[config.mk]
export PLATFORM = sky130hd
export DESIGN_NAME = cpu_dma_arb
export DESIGN_NICKNAME = d
export VERILOG_FILES = /design/src/rtl/cpu_dma_arb.sv
export SDC_FILE = /design/constraint.sdc
export NUM_CORES = 1
export LEC_CHECK = 0
export BUFFER_PORTS_ARGS = -buffer_cell sky130_fd_sc_hd__buf_2
export CAP_MARGIN = 20
export CELL_PAD_IN_SITES_DETAIL_PLACEMENT = 0
export CELL_PAD_IN_SITES_GLOBAL_PLACEMENT = 1
export CORE_ASPECT_RATIO = 0.8
export CORE_MARGIN = 2
export CORE_UTILIZATION = 22
export DETAILED_ROUTE_END_ITERATION = 16
export PLACE_DENSITY = 0.89
export RECOVER_POWER = 50
export SLEW_MARGIN = 10
export SYNTH_ARGS = -nofsm -noshare
export SYNTH_HDL_FRONTEND = slang
export SYNTH_SLANG_ARGS = --single-unit
[constraint.sdc]
create_clock -name clk -period 1 [get_ports clk]
set_input_delay 0.05 -clock clk [delete_from_list [all_inputs] [get_ports clk]]
set_output_delay 0.05 -clock clk [all_outputs]
set_load 0.01 [all_outputs]
[src/rtl/cpu_dma_arb.sv]
// cpu_dma_arb: shares one synchronous memory bus between a 65C02 core and one DMA requester.
// It stalls the core through rdy and replays the read data the core missed. Define DMA_FAIR_EN to cap DMA bursts at MAX_BURST.
module cpu_dma_arb #(
    parameter int MAX_BURST  = 8,
    parameter bit SYNC_GRANT = 1'b0
) (
    input  logic        clk,
    input  logic        reset_n,
    input  logic [15:0] cpu_ab,
    input  logic [7:0]  cpu_do,
    input  logic        cpu_we,
    input  logic        cpu_sync,
    output logic        rdy,
    output logic [7:0]  cpu_di,
    input  logic        dma_req,
    input  logic [15:0] dma_ab,
    input  logic [7:0]  dma_do,
    input  logic        dma_we,
    output logic        dma_gnt,
    output logic [7:0]  dma_di,
    output logic        dma_rvalid,
    output logic [15:0] mem_ab,
    output logic [7:0]  mem_do,
    output logic        mem_we,
    input  logic [7:0]  mem_di
);

    if (MAX_BURST < 1 || MAX_BURST > 255) begin : g_max_burst_range
        $error("cpu_dma_arb: MAX_BURST must lie in 1..255");
    end

    typedef enum logic {
        ST_CPU = 1'b0,
        ST_DMA = 1'b1
    } state_e;

    state_e     state_q, state_d;
    logic       first_q, first_d;
    logic       bypass_q, bypass_d;
    logic [7:0] hold_q, hold_d;
    logic       rvalid_q, rvalid_d;
    logic       grant_ok;
    logic       burst_done;

    // The CPU may only be stalled after a read: a stalled write would be lost.
    assign grant_ok = dma_req && !cpu_we && (!SYNC_GRANT || cpu_sync);
    assign dma_gnt  = (state_q == ST_DMA) && dma_req;

`ifdef DMA_FAIR_EN
    localparam int            CW        = $clog2(MAX_BURST + 1);
    localparam logic [CW-1:0] BURST_MAX = CW'(MAX_BURST);

    logic [CW-1:0] cnt_q, cnt_d;

    always_comb begin
        cnt_d = cnt_q;
        if (state_q == ST_CPU) begin
            cnt_d = '0;
        end else if (dma_gnt && (cnt_q != BURST_MAX)) begin
            cnt_d = cnt_q + 1'b1;
        end
    end

    assign burst_done = dma_gnt && (cnt_d == BURST_MAX);

    always_ff @(posedge clk or negedge reset_n) begin
        if (!reset_n) begin
            cnt_q <= '0;
        end else begin
            cnt_q <= cnt_d;
        end
    end
`else
    assign burst_done = 1'b0;
`endif

    // NOTE: every output of this block gets a default first, so no path can infer a latch.
    always_comb begin
        state_d = state_q;
        rdy     = 1'b1;
        mem_ab  = cpu_ab;
        mem_do  = cpu_do;
        mem_we  = cpu_we;
        unique case (state_q)
            ST_CPU: begin
                if (grant_ok) begin
                    state_d = ST_DMA;
                end
            end
            ST_DMA: begin
                rdy    = 1'b0;
                mem_ab = dma_ab;
                mem_do = dma_do;
                mem_we = dma_we && dma_gnt;
                if (!dma_req || burst_done) begin
                    state_d = ST_CPU;
                end
            end
        endcase
    end

    // The first DMA cycle still carries the reply to the CPU's final address.
    assign first_d  = (state_q == ST_CPU) && (state_d == ST_DMA);
    assign hold_d   = first_q ? mem_di : hold_q;
    assign bypass_d = (state_q == ST_DMA) && (state_d == ST_CPU);
    assign rvalid_d = dma_gnt && !dma_we;

    // NOTE: state registers use non-blocking assignments so every flop samples pre-edge values.
    always_ff @(posedge clk or negedge reset_n) begin
        if (!reset_n) begin
            state_q  <= ST_CPU;
            first_q  <= 1'b0;
            bypass_q <= 1'b0;
            hold_q   <= 8'h00;
            rvalid_q <= 1'b0;
        end else begin
            state_q  <= state_d;
            first_q  <= first_d;
            bypass_q <= bypass_d;
            hold_q   <= hold_d;
            rvalid_q <= rvalid_d;
        end
    end

    assign cpu_di     = bypass_q ? hold_q : mem_di;
    assign dma_di     = mem_di;
    assign dma_rvalid = rvalid_q;

endmodule
==> Yosys cells after proc, flatten, opt, wreduce, memory -nomap -nowiden <==
Cells that the tools add are included.
{ "word_totals": {"ff_bits": 12, "latchBits": 0, "ram_bits": 0, "mem_bits_ro": 0, "in_bits": 62, "output_inout_bits": 44, "wordCells": 23, "n_memories": 0} }
{ "classes": {"n_addsub": 0, "mul": 0, "div_mod_pow": 0, "order_cmp": 0, "n_eq_ne": 0, "shift": 0, "n_mux": 8, "bitwise": 2, "n_reduce_logical": 8} }
{ "ops": {"columns": ["operator", "count"], "rows": [
  ["$mux 16", 1],
  ["$mux 8", 2],
  ["$logic_and 1x1->1", 6],
  ["$mux 1", 4],
  ["$logic_not 1->1", 2],
  ["$not 1->1", 2],
  ["$pmux 1 s2", 1]
]} }

==> Depth between registers and ports, before layout <==
Gate-level depths: netlist (run 1).
{ "logic_depth": {"depth_word": 6, "depth_mapped": 4, "depth_no_buf": 2} }

==> Worst setup path before layout (run 1) <==
OpenSTA, ideal clock, no wires.
{ "synth_timing": {"path_type": "reg-to-output", "from": "reg state_q", "to": "out mem_do[0]", "t_arrival_ps": 949, "required_ps": 950, "path_slack_ps": 1, "path_stages_with_launch": 4, "path_buffers": 2, "cell_sequence": "dfrtp_1 buf_6 buf_6 mux2_4"} }
{ "synth_between": {"elab_chain_len": 1} }
{ "synth_rtl": {"columns": ["item", "line", "text"], "rows": [
  ["start, declared", "37", "state_e state_q, state_d;"],
  ["start signal, assigned", "117", "state_q <= state_d;"],
  ["$mux 8", "84", "unique case (state_q)"],
  ["end, declared", "23", "output logic [7:0] mem_do,"]
]} }
Every way passes these cells.

==> Worst setup path in the final report (run 1) <==
{ "layout_timing": {"from": "reg state_q", "to": "out mem_ab[1]"} }
{ "layout_between": {"elab_chain_len": 1} }
{ "layout_rtl": {"columns": ["item", "line", "text"], "rows": [
  ["$mux 16", "84", null],
  ["end, declared", "22", "output logic [15:0] mem_ab,"]
]} }
Every way passes these cells.

==> run summary, run 1 <==
status: finished with violations
failing checks: setup timing
ratio of total power to cell area: 1081 nW/um2
Clock Skews: 0.002709 ns
via count of the first global-routing pass: 825
count of state elements after synthesis: 12
Slew Limit Headroom: 59.15%
instance count of the mapped netlist: 74
antenna viol nets, final: 0
slowest CP cell: sky130_fd_sc_hd__dfrtp_2
classification of the worst setup path: reg2out
layout cell share with drive strength beyond 1: 81.82%
Overflow after GRT: 0
sum of net half-perimeters after detailed placement: 2.174 mm
CP arrival: 1.29 ns
leading cell type in the layout, fill and taps excluded: sky130_fd_sc_hd__buf_2
highest-count cells in the layout ignoring fill and taps: sky130_fd_sc_hd__buf_2, sky130_fd_sc_hd__buf_6, sky130_fd_sc_hd__mux2_2
count of inserted antenna diode cells: 0
Least-Margin Pin Slew: 0.6127 ns
number of antenna violations at the first check in global routing: 0
total routing resource utilization after global routing: 9.948%
cells on worst reg2reg path: 3
number of detailed-route iterations in the first pass: 3
Final WS setup: -0.3442 ns
via-per-instance ratio: 3.987
worst hold path cell count: 2
WHS Endpoint: bypass_q
number of failing hold endpoints at the final stage: 0
floorplan core area: 4125 um2
number of levels in the clock H-tree: 1
final number of max-transition violations: 0
pin count of the biggest net entering global routing: 30
critical path endpoint category: primary output
number of buffers created by CTS: 3
register clock-pin slew on the reported worst setup and hold paths: 0.05 ns
final setup TNS: -10.35 ns
buffer cell driving the clock tree root: sky130_fd_sc_hd__clkbuf_8
maximum capacitance violations: 0
highest metal layer with signal wires: met4
starting utilization of the core area: 22.44%
delay of the slowest critical-path stage: 0.40 ns
Routed WL: 2.844 mm
cell class contributing the biggest share of worst-path delay: flip-flops
number of distinct library cell variants in the gate-level netlist after synthesis: 14
final-layout worst hold slack: 0.01542 ns
GP Congestion: 0.7013
reg2reg setup slack: -0.04 ns
total number of placement rows: 21
Critical Path Start Type: flop
number of design-rule violations left by the first detailed-router iteration: 15
layout filler cell count: 410
Hold Path Origin: dma_req
sequential area share after synthesis: 32.43%
Buffers & Inverters on Critical Path: 2
final period utilization: 134.4%
mean cell area of the mapped netlist: 12.51 um2
Syn. warnings: 0
clock latency reported for the late side of the worst-skew pair: 0.23 ns
Detail Route met3 WL: 183 um
I/O pin cnt: 106
wire per inst: 12.21 um
cells traversed along the worst timing path: clkbuf_16, mux2_2, buf_2
maximum ir drop on the vdd rail: 0.4528 mV
number of setup violations in the final report: 37
Sink Count: 12
via count: 929
LEAKAGE: 0.9016 nW
FMAX: 0.7439 GHz
startpoint of the worst-slack reg-to-reg timing path: state_q
CTS Buffer Depth: 2
FF-to-FF End: state_q
Detail Route met2 WL: 1.550 mm
HP Class: in2reg
vertical extent of the die: 62.03 um
CTS tree: yes
die outline area: 4747 um2
wire length the detailed router placed on met1: 1.088 mm
area grow syn2layout: 92.30%
unrepaired setup endpoints after global routing: yes
Worst Path Required: 0.95 ns
Synthesized Nets: 136
width of the chip: 76.53 um
fin crit period: 1.344 ns
NumNets Final: 239
crit-path max FO: 14
first-pass GRT wire length: 3.705 mm
number of buffers inserted by port buffering: 104
DRC errors left: 0
netlist area before placement: 925.9 um2
## metrics by stage
| step | cells | area (um2) | utilization, % | power [mW] | worst slack, ns |
|---|---|---|---|---|---|
| after floorplan | 74 | 925.9 | - | 0.9617 | 0.001182 |
| after global placement | 225 | 1478 | 35.82 | 1.233 | -0.09997 |
| after detailed placement | 225 | 1478 | 35.82 | 1.242 | -0.1033 |
| after CTS | 232 | 1687 | 40.89 | 1.884 | -0.3699 |
| after global routing | 233 | 1780 | 43.16 | 2.072 | -0.3917 |
| final | 233 | 1780 | 43.16 | 1.925 | -0.3442 |
## worst register-to-register path, delay by kind of cell, from the launching register on
family	cells	cell delay, ns
DFF	1	0.43
buffers and inverters	1	0.19
and+or+nand+nor	2	0.31
## kinds of logic after synthesis
logic type / after synthesis / share of synthesized area, %
DFF: 12 / 32.43
and+or+nand+nor: 8 / 4.865
buffers and inverters: 14 / 11.22
muxes: 40 / 51.49
## flip-flops by register name, summed over array words and instances, names as in the netlist
| name | cells |
|---|---|
| hold_q | 8 |
| bypass_q | 1 |
| dma_rvalid | 1 |
| first_q | 1 |
| state_q | 1 |
## area by class of cell
type | instances | area (um2) | area share [%]
Sequential cell | 12 | 301.5 | 16.94
Clock buffer | 4 | 55.05 | 3.092
Multi-Input combinational cell | 48 | 555.5 | 31.20
Tap cell | 57 | 71.32 | 4.006
Timing Repair Buffer | 111 | 793.3 | 44.55
Inverter | 1 | 3.754 | 0.2108
## cells in the mapped netlist (all sizes together)
cell	count	area share [%]
mux2	40	51
buf	13	11
dfrtp	12	32
and2	2	1.4
inv	1	0.41
nand2	1	0.41
nand2b	1	0.68
nand3	1	0.54
nor2	1	0.41
nor2b	1	0.68
nor3b	1	0.81
## how the worst max path moves through the flow
stage	from	endpoint	slack, ns	depth (start not counted)
after floorplan	state_q	mem_do[0]	0.001	3
after global placement	state_q	mem_ab[10]	-0.1	3
after detailed placement	state_q	mem_ab[3]	-0.10	3
after CTS	state_q	mem_ab[3]	-0.37	3
after global routing	state_q	mem_ab[1]	-0.39	3
final	state_q	mem_ab[1]	-0.34	3
## power breakdown
part	total (mW)	switching, mW	internal (mW)
clock network	0.510	0.163	0.347
registers	0.593	0.0359	0.558
logic	0.822	0.296	0.526
total	1.93	0.496	1.43
## routing by layer
metal  track usage (%)  up-vias
li1                  -      456
met1             12.74      428
met2             16.69       43
met3             2.890        2
met4             3.117        0
met5                 0        -
## what timing repair did
| action | 4_1_cts | 5_1_grt |
|---|---|---|
| gates cloned | 0 | 1 |
| hold buffers | 3 | 0 |
| buffers inserted | 0 | 0 |
| endpoints found under the setup margin | 36 | 37 |
| resized for setup | 23 | 14 |
| endpoints found under the hold margin | 14 | 0 |
Note: power is estimated with default switching activity, not from simulation.
==> run 2, diff against run 1 <==
--- a/config.mk
+++ b/config.mk
@@ -13,6 +13,7 @@
 export CORE_MARGIN = 2
 export CORE_UTILIZATION = 22
 export DETAILED_ROUTE_END_ITERATION = 16
+export MAX_ROUTING_LAYER = met4
 export PLACE_DENSITY = 0.89
 export RECOVER_POWER = 50
 export SLEW_MARGIN = 10
==> run summary, run 2 (same netlist as run 1, synthesis figures left out) <==
clock latency reported for the late side of the worst-skew pair: 0.24 ns (about the same)
LEAKAGE: 0.9016 nW (unchanged)
sum of net half-perimeters after detailed placement: 2.174 mm (unchanged)
number of setup violations in the final report: 37 (unchanged)
final period utilization: 134.5% (about the same)
number of design-rule violations left by the first detailed-router iteration: 9 (-6)
vertical extent of the die: 62.03 um (unchanged)
register clock-pin slew on the reported worst setup and hold paths: 0.05 ns (about the same)
status: finished with violations
Switch Pwr: 0.4957 mW (about the same)
number of buffers inserted by port buffering: 104 (unchanged)
Overflow after GRT: 0 (unchanged)
crit-path max FO: 14 (unchanged)
relative contribution of sequential cells to total power: 30.8% (about the same)
wire per inst: 12.20 um (about the same)
floorplan core area: 4125 um2 (unchanged)
total number of placement rows: 21 (unchanged)
number of setup buffers added after CTS: 0 (unchanged)
DRC errors left: 0 (unchanged)
NumNets Final: 239 (unchanged)
count of inserted antenna diode cells: 0 (unchanged)
GP Congestion: 0.7090 (+1.1%)
classification of the worst setup path: reg2out
final setup TNS: -10.35 ns (-0.007000 ns)
FF-to-FF End: state_q
fin crit period: 1.345 ns (+0.0002550 ns)
FMAX: 0.7438 GHz (about the same)
Hold Path Origin: dma_req
multi-input logic area: 555.5 um2 (unchanged)
reg2reg setup slack: -0.04 ns (about the same)
first-pass GRT wire length: 3.705 mm (unchanged)
Final WS setup: -0.3445 ns (-0.0002550 ns)
I/O pin cnt: 106 (unchanged)
Total Power Consumption: 1.925 mW (about the same)
CP arrival: 1.29 ns (about the same)
layout cell share with drive strength beyond 1: 81.82% (unchanged)
flip-flop count of the largest register, all copies and words added: 8 (unchanged)
cells on worst reg2reg path: 3 (unchanged)
Routed WL: 2.843 mm (about the same)
number of levels in the clock H-tree: 1 (unchanged)
CTS tree: yes
HP Class: in2reg
leading cell type in the layout, fill and taps excluded: sky130_fd_sc_hd__buf_2
antenna viol nets, final: 0 (unchanged)
register bank with the most flops: hold_q
Critical Path Start Type: flop
buffer cell driving the clock tree root: sky130_fd_sc_hd__clkbuf_8
via count: 927 (-0.22%)
maximum ir drop on the vdd rail: 0.4530 mV (about the same)
Comb power frac: 42.7% (about the same)
number of buffers created by CTS: 3 (unchanged)
ratio of total power to cell area: 1081 nW/um2 (about the same)
highest-count cells in the layout ignoring fill and taps: sky130_fd_sc_hd__buf_2, sky130_fd_sc_hd__buf_6, sky130_fd_sc_hd__mux2_2
critical path endpoint category: primary output
width of the chip: 76.53 um (unchanged)
clock group share of total power: 26.5% (about the same)
Post-Place Worst Slack: -0.1033 ns (unchanged)
layout filler cell count: 410 (unchanged)
startpoint of the worst-slack reg-to-reg timing path: state_q
worst hold path cell count: 2 (unchanged)
internal power of the cells: 1.430 mW (about the same)
die outline area: 4747 um2 (unchanged)
total routing resource utilization after global routing: 10.28% (+0.33 points)
Switching Share: 25.74% (about the same)
Sink Count: 12 (unchanged)
Sequential Area: 301.5 um2 (unchanged)
Worst Path Required: 0.95 ns (about the same)
area grow syn2layout: 92.30% (unchanged)
total placed cells including tap cells: 225 (unchanged)
CTS Buffer Depth: 2 (unchanged)
unrepaired setup endpoints after global routing: yes
Clock Skews: 0.002728 ns (+0.00001859 ns)
starting utilization of the core area: 22.44% (unchanged)
failing checks: setup timing
number of detailed-route iterations in the first pass: 3 (unchanged)
number of failing hold endpoints at the final stage: 0 (unchanged)
Final Non-Filler Cells: 233 (unchanged)
WHS Endpoint: bypass_q
maximum capacitance violations: 0 (unchanged)
number of antenna violations at the first check in global routing: 0 (unchanged)
pin count of the biggest net entering global routing: 30 (unchanged)
via-per-instance ratio: 3.979 (-0.22%)
final number of max-transition violations: 0 (unchanged)
Least-Margin Pin Slew: 0.6129 ns (+0.0002184 ns)
Slew Limit Headroom: 59.14% (about the same)
via count of the first global-routing pass: 826 (+0.12%)
run 2: cell counts in the layout (fill, tap and decap cells not counted):
No cell type changed its count.
run 2: worst max path at each step:
stage / from / end / slack (ns) / cells after the start
floorplan: state_q / mem_do[0] / 0.001 / 3
global placement: state_q / mem_ab[10] / -0.1 / 3
detailed placement: state_q / mem_ab[3] / -0.10 / 3
CTS: state_q / mem_ab[3] / -0.37 / 3
global route: state_q / mem_ab[1] / -0.39 / 3
finish: state_q / mem_ab[1] / -0.34 / 3
run 2: metal layers:
metal  up-vias  share of wire (%)  track usage, %
met4         0                  0           3.117
met5         -                  0               -
met3         0                6.2           2.746
li1        457                  -               -
met2        43                 55           16.69
met1       427                 39           12.83
run 2: area by class of cell:
type | count | area share (%)
Clock buffer | 4 | 3.092
Inverter | 1 | 0.2108
Multi-Input combinational cell | 48 | 31.20
Sequential cell | 12 | 16.94
Tap cell | 57 | 4.006
Timing Repair Buffer | 111 | 44.55
run 2: timing repair:
action	in CTS	in global routing
endpoints found under the setup margin	36	37
cloned	0	1
hold endpoints to repair	14	0
gates resized for setup	23	14
pin swaps	0	0
hold buffers	3	0
run 2: worst max-delay path: stages, from the launching register on:
cell	delay, ns
sky130_fd_sc_hd__dfrtp_2	0.40
sky130_fd_sc_hd__clkbuf_16	0.19
sky130_fd_sc_hd__mux2_2	0.33
sky130_fd_sc_hd__buf_2	0.14
run 2: metrics by stage:
step	hold slack, ns	util, %	instance area, um2
finish	0.01490	43.16	1780
global route	0.006023	43.16	1780
CTS	0.0004618	40.89	1687
detailed placement	-0.05716	35.82	1478
global placement	-0.05956	35.82	1478
floorplan	-0.2456	-	925.9
run 2: power groups by stage:
stage / clock [mW] / combinational, mW / sequential [mW]
after global placement: 0 / 0.640 / 0.593
after floorplan: 0 / 0.375 / 0.586
final: 0.510 / 0.822 / 0.593
after global routing: 0.583 / 0.889 / 0.601
after CTS: 0.537 / 0.757 / 0.591
after detailed placement: 0 / 0.646 / 0.596
